===== config.mk =====
export PLATFORM = sky130hd
export DESIGN_NAME = mem_port_arbiter
export DESIGN_NICKNAME = d
export VERILOG_FILES = /design/src/rtl/mem_arb_pkg.sv /design/src/rtl/mem_arb_timeout.sv /design/src/rtl/mem_port_arbiter.sv
export SDC_FILE = /design/constraint.sdc
export NUM_CORES = 1
export LEC_CHECK = 0
export ABC_AREA = 1
export CELL_PAD_IN_SITES_DETAIL_PLACEMENT = 0
export CELL_PAD_IN_SITES_GLOBAL_PLACEMENT = 2
export CORE_AREA = 4 4 256 133
export DETAILED_ROUTE_END_ITERATION = 8
export DIE_AREA = 0 0 260 137
export PLACE_DENSITY = 0.75
export SKIP_LAST_GASP = 1
export SLEW_MARGIN = 20
export SYNTH_ARGS = -nofsm -noshare
export SYNTH_HDL_FRONTEND = slang
export SYNTH_HIERARCHICAL = 1
export SYNTH_SLANG_ARGS = --single-unit

===== constraint.sdc =====
create_clock -name clk -period 4.8 [get_ports clk]
set_input_delay 0.96 -clock clk [delete_from_list [all_inputs] [get_ports clk]]
set_output_delay 0.96 -clock clk [all_outputs]
set_load 0.01 [all_outputs]

===== src/rtl/mem_arb_pkg.sv =====
// Shared types for the unified-memory port arbiter: FSM states, grant owner and word width.
package mem_arb_pkg;

    localparam int WORD_W = 32;

    typedef enum logic [1:0] {
        IDLE,
        BUSY,
        RESP
    } arb_state_t;

    typedef enum logic {
        OWN_IF,
        OWN_DM
    } arb_owner_t;

endpackage


===== src/rtl/mem_arb_timeout.sv =====
// Wait counter for an outstanding memory access; flags expiry once TIMEOUT busy cycles pass without an ack.
module mem_arb_timeout #(
    parameter int TIMEOUT = 255
) (
    input  logic clk,
    input  logic rst,
    input  logic i_clear,
    input  logic i_enable,
    output logic o_expired
);

    localparam int CNT_W = (TIMEOUT < 2) ? 1 : $clog2(TIMEOUT + 1);

    logic [CNT_W-1:0] r_wait_cnt;

    // Holds at the limit so an expired count can never wrap back into range.
    always_ff @(posedge clk or posedge rst) begin
        if (rst) begin
            r_wait_cnt <= '0;
        end else if (i_clear) begin
            r_wait_cnt <= '0;
        end else if (i_enable && !o_expired) begin
            r_wait_cnt <= r_wait_cnt + CNT_W'(1);
        end
    end

    assign o_expired = (r_wait_cnt == CNT_W'(TIMEOUT));

endmodule


===== src/rtl/mem_port_arbiter.sv =====
// Shares one single-ported memory between instruction fetch and data access,
// serialising requests, generating the pipeline stall and a sticky timeout error.
module mem_port_arbiter
    import mem_arb_pkg::*;
#(
    parameter int STARVE_LIMIT = 4,
    parameter int TIMEOUT      = 255
) (
    input  logic              clk,
    input  logic              rst,
    input  logic              if_req,
    input  logic [WORD_W-1:0] if_addr,
    output logic              if_rvalid,
    output logic [WORD_W-1:0] if_rdata,
    input  logic              dm_req,
    input  logic              dm_we,
    input  logic [WORD_W-1:0] dm_addr,
    input  logic [WORD_W-1:0] dm_wdata,
    output logic              dm_rvalid,
    output logic [WORD_W-1:0] dm_rdata,
    output logic              mem_req,
    output logic              mem_we,
    output logic [WORD_W-1:0] mem_addr,
    output logic [WORD_W-1:0] mem_wdata,
    input  logic              mem_ack,
    input  logic [WORD_W-1:0] mem_rdata,
    output logic              stall,
    output logic              err
);

    localparam int STARVE_W = (STARVE_LIMIT < 1) ? 1 : $clog2(STARVE_LIMIT + 1);

    arb_state_t          r_state;
    arb_state_t          w_next_state;
    arb_owner_t          r_owner;
    arb_owner_t          w_grant_owner;
    logic                w_grant;
    logic                w_complete;
    logic                w_expired;
    logic [WORD_W-1:0]   w_resp_data;
    logic [STARVE_W-1:0] r_starve_cnt;
    logic                r_mem_req;
    logic                r_mem_we;
    logic [WORD_W-1:0]   r_mem_addr;
    logic [WORD_W-1:0]   r_mem_wdata;
    logic                r_if_rvalid;
    logic [WORD_W-1:0]   r_if_rdata;
    logic                r_dm_rvalid;
    logic [WORD_W-1:0]   r_dm_rdata;
    logic                r_err;

    mem_arb_timeout #(
        .TIMEOUT   (TIMEOUT)
    ) u_timeout (
        .clk       (clk),
        .rst       (rst),
        .i_clear   (w_grant),
        .i_enable  (r_state == BUSY),
        .o_expired (w_expired)
    );

    always_ff @(posedge clk or posedge rst) begin
        if (rst) begin
            r_state <= IDLE;
        end else begin
            r_state <= w_next_state;
        end
    end

    // Data normally wins a contested grant; fetch wins once it has been passed over STARVE_LIMIT times.
    always_comb begin
        w_next_state  = r_state;
        w_grant       = 1'b0;
        w_grant_owner = OWN_DM;
        w_complete    = 1'b0;
        unique case (r_state)
            IDLE: begin
                if (if_req || dm_req) begin
                    w_grant      = 1'b1;
                    w_next_state = BUSY;
                    if (if_req && (!dm_req || r_starve_cnt == STARVE_W'(STARVE_LIMIT))) begin
                        w_grant_owner = OWN_IF;
                    end
                end
            end
            BUSY: begin
                if (mem_ack || w_expired) begin
                    w_complete   = 1'b1;
                    w_next_state = RESP;
                end
            end
            RESP: begin
                w_next_state = IDLE;
            end
            default: begin
                w_next_state = IDLE;
            end
        endcase
    end

    assign w_resp_data = (mem_ack && !r_mem_we) ? mem_rdata : '0;

    always_ff @(posedge clk or posedge rst) begin
        if (rst) begin
            r_owner      <= OWN_IF;
            r_starve_cnt <= '0;
            r_mem_req    <= 1'b0;
            r_mem_we     <= 1'b0;
            r_mem_addr   <= '0;
            r_mem_wdata  <= '0;
            r_if_rvalid  <= 1'b0;
            r_if_rdata   <= '0;
            r_dm_rvalid  <= 1'b0;
            r_dm_rdata   <= '0;
            r_err        <= 1'b0;
        end else begin
            r_if_rvalid <= 1'b0;
            r_dm_rvalid <= 1'b0;
            if (w_grant) begin
                r_owner   <= w_grant_owner;
                r_mem_req <= 1'b1;
                if (w_grant_owner == OWN_IF) begin
                    r_mem_we     <= 1'b0;
                    r_mem_addr   <= if_addr;
                    r_mem_wdata  <= '0;
                    r_starve_cnt <= '0;
                end else begin
                    r_mem_we    <= dm_we;
                    r_mem_addr  <= dm_addr;
                    r_mem_wdata <= dm_wdata;
                    if (if_req && r_starve_cnt != STARVE_W'(STARVE_LIMIT)) begin
                        r_starve_cnt <= r_starve_cnt + STARVE_W'(1);
                    end
                end
            end
            // A timed-out access still completes, with zero data and the error latched.
            if (w_complete) begin
                r_mem_req <= 1'b0;
                if (!mem_ack) begin
                    r_err <= 1'b1;
                end
                if (r_owner == OWN_IF) begin
                    r_if_rvalid <= 1'b1;
                    r_if_rdata  <= w_resp_data;
                end else begin
                    r_dm_rvalid <= 1'b1;
                    r_dm_rdata  <= w_resp_data;
                end
            end
        end
    end

    assign mem_req   = r_mem_req;
    assign mem_we    = r_mem_we;
    assign mem_addr  = r_mem_addr;
    assign mem_wdata = r_mem_wdata;
    assign if_rvalid = r_if_rvalid;
    assign if_rdata  = r_if_rdata;
    assign dm_rvalid = r_dm_rvalid;
    assign dm_rdata  = r_dm_rdata;
    assign err       = r_err;
    assign stall     = (if_req & ~r_if_rvalid) | (dm_req & ~r_dm_rvalid);

endmodule


==> results.json, run 1 <==
{
  "power_frac_seq_pct": 32.6,
  "syn_to_final_growth_pct": 52.4,
  "crit_start": "dm_req",
  "cts_buffer_depth": 2,
  "cts.clk_slew.worst_paths_ns": 0.06,
  "arrival_ns": 2.33,
  "grt.total_usage_pct": 14.2,
  "diodes": 0,
  "drc": 0,
  "cts_setup_buffers": 0,
  "maxCapViolations": 0,
  "dieHeight_um": 137,
  "synth_seq_area_share_pct": 53.1,
  "tightest_slew_ns": 0.987,
  "postRouteAntennaNets": 0,
  "synth_warnings": 6,
  "most-common-layout-cells": "313 x nand2_1, 267 x clkdlybuf4s50_1, 147 x dfrtp_1",
  "power.switching_mw": 2.38,
  "h-tree-depth": 4,
  "place.gp.congestion": 0.752,
  "timing.rr.start": "r_state[1]",
  "multi_input_comb_area_mm2": 0.00252,
  "slew_headroom_pct": 34.1,
  "cts_buffers": 17,
  "finalSetupTns_ns": 0,
  "setup_violations": 0,
  "reg2reg_to": "mem_addr[6]",
  "fin_area_mm2": 0.0106,
  "post-dp-hpwl_mm": 17.6,
  "drtIter0Drc": 436,
  "cp-start-kind": "primary input",
  "clock_skew_ns": 0.0118,
  "intPower_mw": 3.88,
  "ctsRootBufferMaster": "clkbuf_16",
  "routedWlPerCell_um": 16.4,
  "crit_end": "stall",
  "syn_area_mm2": 0.00693,
  "synth-seq-cells": 147,
  "period_share_pct": 68.6,
  "min_period_ns": 3.29,
  "antenna_found_initial": 0,
  "critPathMaxFanout": 3,
  "rsz0062_at_grt": "false",
  "powerDensity_mw_per_mm2": 594,
  "clock_power_share_pct": 22.7,
  "dieArea_mm2": 0.0356,
  "drt-pass1-iter-count": 5,
  "seqCellArea_mm2": 0.00368,
  "vias_per_cell": 4.15,
  "maxSlewViolCount": 0,
  "start_util_pct": 22.0,
  "wl_mm": 25.7,
  "drive_gt1_share_pct": 5.29,
  "fmax_mhz": 304,
  "worstSkewPairLatency_ns": 0.44,
  "io_pins": 268,
  "core-area_mm2": 0.0315,
  "reg2regPathDepth": 6,
  "nets": 1261,
  "hold_violations": 0,
  "ctsHoldBuffers": 0,
  "mostFrequentLayoutCell": "nand2_1",
  "fin_util_pct": 33.5,
  "pre_cts_ws_ns": 1.40,
  "switching_share_pct": 38.0,
  "fp.dieW_um": 260,
  "syn_avg_cell_area_um2": 7.87,
  "syn_nets": 1017,
  "r2r_setup_slack_ns": 2.10,
  "cts_sinks": 147,
  "grt_max_degree": 95,
  "p_comb_share_pct": 44.7,
  "synthCells": 880,
  "setup_ws_ns": 1.51,
  "cts_resized": 0,
  "peakVddDrop_uv": 343,
  "rows": 46,
  "first_global_vias": 6576,
  "end_kind": "output port",
  "grt_pass1_wl_mm": 39.1,
  "via_count": 6510,
  "crit_required_ns": 3.84,
  "critPathKind": "primary input to output port",
  "overflow": 0,
  "fill_cells": 3289,
  "p_leak_nw": 5.27,
  "place.port_buffers": 267,
  "outcome": "completed",
  "hp-class": "register to register",
  "cts_tree": "yes",
  "placed_cell_area_mm2": 0.00995,
  "ys_types": 27
}
state kept, by name (all words and copies together) (netlist names):
name                  cells
r_state                   2
mem_we                    1
u_timeout/r_wait_cnt      8
dm_rvalid                 1
err                       1
if_rdata                 32
mem_wdata                32
mem_addr                 32
mem_req                   1
r_owner                   1
if_rvalid                 1
dm_rdata                 32
r_starve_cnt              3
cell families (layout without fill, tap and decap cells):
logic type	count (synthesis)	in the layout	synth area share [%]
simple gates	473	473	29.0
flops	147	147	53.1
compound gates	83	83	6.27
fa+ha+maj	3	3	0.542
xor+xnor	2	2	0.253
buf+inv	172	427	10.8
Yosys cell counts:
library cell,instances,area (um^2)
o21bai_1,1,7.51
clkinv_4,1,8.76
a21oi_1,4,20.0
ha_1,3,37.5
o22ai_2,1,12.5
nand2_2,4,25.0
clkbuf_1,19,71.3
nand2_4,1,11.3
nand2_1,313,1170
o21ai_0,5,25.0
o21ai_2,1,8.76
o22ai_1,1,6.26
buf_2,14,70.1
nand3_1,74,370
o21ai_1,69,345
inv_1,114,428
nor2_1,42,158
nor2_4,5,56.3
buf_6,5,56.3
nand3_2,1,10.0
nand4_1,33,206
buf_4,11,82.6
dfrtp_1,147,3680
xor2_1,2,17.5
a21oi_2,1,8.76
inv_2,4,15.0
buf_1,4,15.0
power groups by stage:
stage	clock network [mW]	registers, mW	logic (mW)
6_report	1.42	2.04	2.80
3_3_place_gp	0	2.06	2.83
4_1_cts	1.47	2.05	2.86
2_1_floorplan	0	2.26	1.14
5_1_grt	1.53	2.11	3.07
3_5_place_dp	0	2.07	2.85
layout make-up:
class	count	share of cell area [%]
clock buffer	20	4.23
clock inverter	10	1.51
inverter	119	4.33
multi-input combinational	561	23.9
sequential	147	34.8
tap	432	5.12
timing repair buffer	278	26.1
per-layer routing:
metal / part of all wire, % / up-vias / GRT usage [%] / routed length (um)
li1: - / 3231 / - / -
met1: 42 / 3148 / 17.2 / 10700
met2: 54 / 109 / 26.0 / 13900
met3: 2.9 / 22 / 2.33 / 759
met4: 1.4 / 0 / 4.43 / 352
met5: 0 / - / 0 / 0
worst min-delay path by stage:
stage,startpoint,end,slack (ns),cells past startpoint
floorplan,u_timeout/r_wait_cnt[5],u_timeout/r_wait_cnt[5],0.46,2
global placement,err,err,0.46,1
detailed placement,mem_wdata[9],mem_wdata[9],0.46,2
CTS,mem_wdata[9],mem_wdata[9],0.48,2
global route,mem_addr[17],mem_addr[17],0.49,2
finish,if_rdata[13],if_rdata[13],0.48,2
per-stage QoR:
step                cells  hold slack [ns]  power (mW)
floorplan             880            0.461        3.40
global route         1567            0.495        6.71
CTS                  1567            0.482        6.39
detailed placement   1537            0.465        4.92
global placement     1537            0.462        4.89
finish               1567            0.477        6.27
critical path, cell delays in order:
cell and delay (ns):
clkdlybuf4s50_1 0.59, inv_1 0.07, o22ai_1 0.12, clkdlybuf4s50_1 0.59
No activity file was read; power rests on OpenSTA's default activity.
==> inputs of run 2 (changes only) <==
--- a/config.mk
+++ b/config.mk
@@ -8,10 +8,10 @@
 export ABC_AREA = 1
 export CELL_PAD_IN_SITES_DETAIL_PLACEMENT = 0
 export CELL_PAD_IN_SITES_GLOBAL_PLACEMENT = 2
-export CORE_AREA = 4 4 256 133
+export CORE_AREA = 4 4 246 128
 export DETAILED_ROUTE_END_ITERATION = 8
-export DIE_AREA = 0 0 260 137
-export PLACE_DENSITY = 0.75
+export DIE_AREA = 0 0 250 132
+export PLACE_DENSITY = 0.77
 export SKIP_LAST_GASP = 1
 export SLEW_MARGIN = 20
 export SYNTH_ARGS = -nofsm -noshare
==> constraint.sdc (replaced) <==
create_clock -name clk -period 3.05 [get_ports clk]
set_input_delay 0.61 -clock clk [delete_from_list [all_inputs] [get_ports clk]]
set_output_delay 0.61 -clock clk [all_outputs]
set_load 0.01 [all_outputs]
==> run 2 against run 1 <==
Sequential share of layout area fell by 0.31 points. Via count rose by 0.25%. Design area rose by 0.94%. Largest cell class unchanged. Critical endpoint unchanged.
==> results.json, run 2 (synthesis results as in run 1) <==
{
  "outcome": "completed",
  "cts.clk_slew.worst_paths_ns": 0.06,
  "seqCellArea_mm2": 0.00368,
  "most-common-layout-cells": "313 x nand2_1, 267 x clkdlybuf4s50_1, 146 x dfrtp_1",
  "cp-start-kind": "primary input",
  "min_period_ns": 2.56,
  "cts_setup_buffers": 0,
  "rsz0062_at_grt": "false",
  "p_leak_nw": 5.35,
  "wl_mm": 25.2,
  "arrival_ns": 1.95,
  "stdcell_count": 1552,
  "fin_util_pct": 36.0,
  "rows": 45,
  "post-dp-hpwl_mm": 17.7,
  "maxCapViolations": 0,
  "fp.dieW_um": 250,
  "h-tree-depth": 4,
  "io_pins": 268,
  "grt_max_degree": 64,
  "period_share_pct": 83.8,
  "place.port_buffers": 267,
  "critPathKind": "primary input to output port",
  "core-area_mm2": 0.0296,
  "drt-pass1-iter-count": 4,
  "setup_violations": 0,
  "ctsHoldBuffers": 0,
  "first_global_vias": 6521,
  "crit_required_ns": 2.44,
  "timing.rr.start": "u_timeout/r_wait_cnt[1]",
  "fmax_mhz": 391,
  "reg2reg_to": "if_rdata[19]",
  "antenna_found_initial": 1,
  "powerDensity_mw_per_mm2": 920,
  "reg2regPathDepth": 9,
  "cts_resized": 0,
  "postRouteAntennaNets": 0,
  "peakVddDrop_uv": 523,
  "cts_sinks": 147,
  "hold_end": "mem_addr[20]",
  "dieArea_mm2": 0.0330,
  "vias_per_cell": 4.20,
  "hold_depth": 2,
  "drtIter0Drc": 308,
  "mostFrequentLayoutCell": "nand2_1",
  "r2r_setup_slack_ns": 0.80,
  "maxSlewViolCount": 0,
  "hp-class": "register to register",
  "syn_to_final_growth_pct": 53.8,
  "dieHeight_um": 132,
  "drive_gt1_share_pct": 6.59,
  "end_kind": "output port",
  "diodes": 0,
  "fill_cells": 3093,
  "hold_violations": 0,
  "overflow": 0,
  "critPathMaxFanout": 3,
  "multi_input_comb_area_mm2": 0.00252,
  "cts_tree": "yes",
  "fin_area_mm2": 0.0107,
  "hold_slack_ns": 0.479,
  "worstSkewPairLatency_ns": 0.43,
  "grt.total_usage_pct": 15.2,
  "dp.cells": 1520,
  "drc": 0,
  "hold_start": "mem_addr[20]",
  "finalSetupTns_ns": 0,
  "ctsRootBufferMaster": "clkbuf_16",
  "placed_cell_area_mm2": 0.0101,
  "place.gp.congestion": 0.759,
  "cts_buffers": 17,
  "crit_start": "dm_req",
  "grt_pass1_wl_mm": 39.5,
  "nets": 1277,
  "clock_skew_ns": 0.00875,
  "slew_headroom_pct": 32.5,
  "cts_buffer_depth": 2,
  "via_count": 6526,
  "start_util_pct": 23.4,
  "routedWlPerCell_um": 16.2,
  "tightest_slew_ns": 1.01
}
## run 2: cell types whose count changed in the layout (fill, tap and decap cells not counted), moves of 2 or more
cell       delta
bufinv_16     -2
buf_4        +11
clkbuf_1      +3
buf_12        +5
## run 2: final cells by class
| type | count | share of cell area (%) |
|---|---|---|
| Inverter | 119 | 4.27 |
| Timing Repair Buffer | 294 | 27.6 |
| Multi-Input combinational cell | 561 | 23.6 |
| Sequential cell | 147 | 34.5 |
| Tap cell | 399 | 4.69 |
| Clock inverter | 9 | 0.986 |
| Clock buffer | 23 | 4.30 |
## run 2: per-stage QoR
stage                     setup slack, ns  total power [mW]
after floorplan                     0.705              5.35
after detailed placement            0.488              7.82
after global placement              0.516              7.80
after CTS                           0.485              9.99
after global routing                0.452              10.5
final                               0.494              9.81
## run 2: routing by layer
| layer | vias up | GRT usage (%) | wire (um) |
|---|---|---|---|
| met4 | 2 | 2.86 | 186 |
| li1 | 3248 | - | - |
| met1 | 3120 | 22.4 | 12700 |
| met2 | 142 | 22.1 | 11000 |
| met3 | 14 | 4.81 | 1250 |
| met5 | - | 0 | 12 |
## run 2: critical path: stages
cell	delay (ns)
clkdlybuf4s50_1	0.59
inv_1	0.07
o22ai_1	0.12
clkdlybuf4s50_1	0.55
## run 2: worst max path at each step
stage,end,slack [ns],depth (start not counted)
floorplan,dm_rdata[0],0.70,1
global route,stall,0.45,4
CTS,stall,0.49,4
global placement,stall,0.52,4
detailed placement,stall,0.49,4
finish,stall,0.49,4
## run 2: where the power goes
group | switching, mW | internal [mW] | total (mW)
registers | 0.484 | 2.76 | 3.24
logic | 2.43 | 2.06 | 4.49
clock network | 0.849 | 1.22 | 2.07
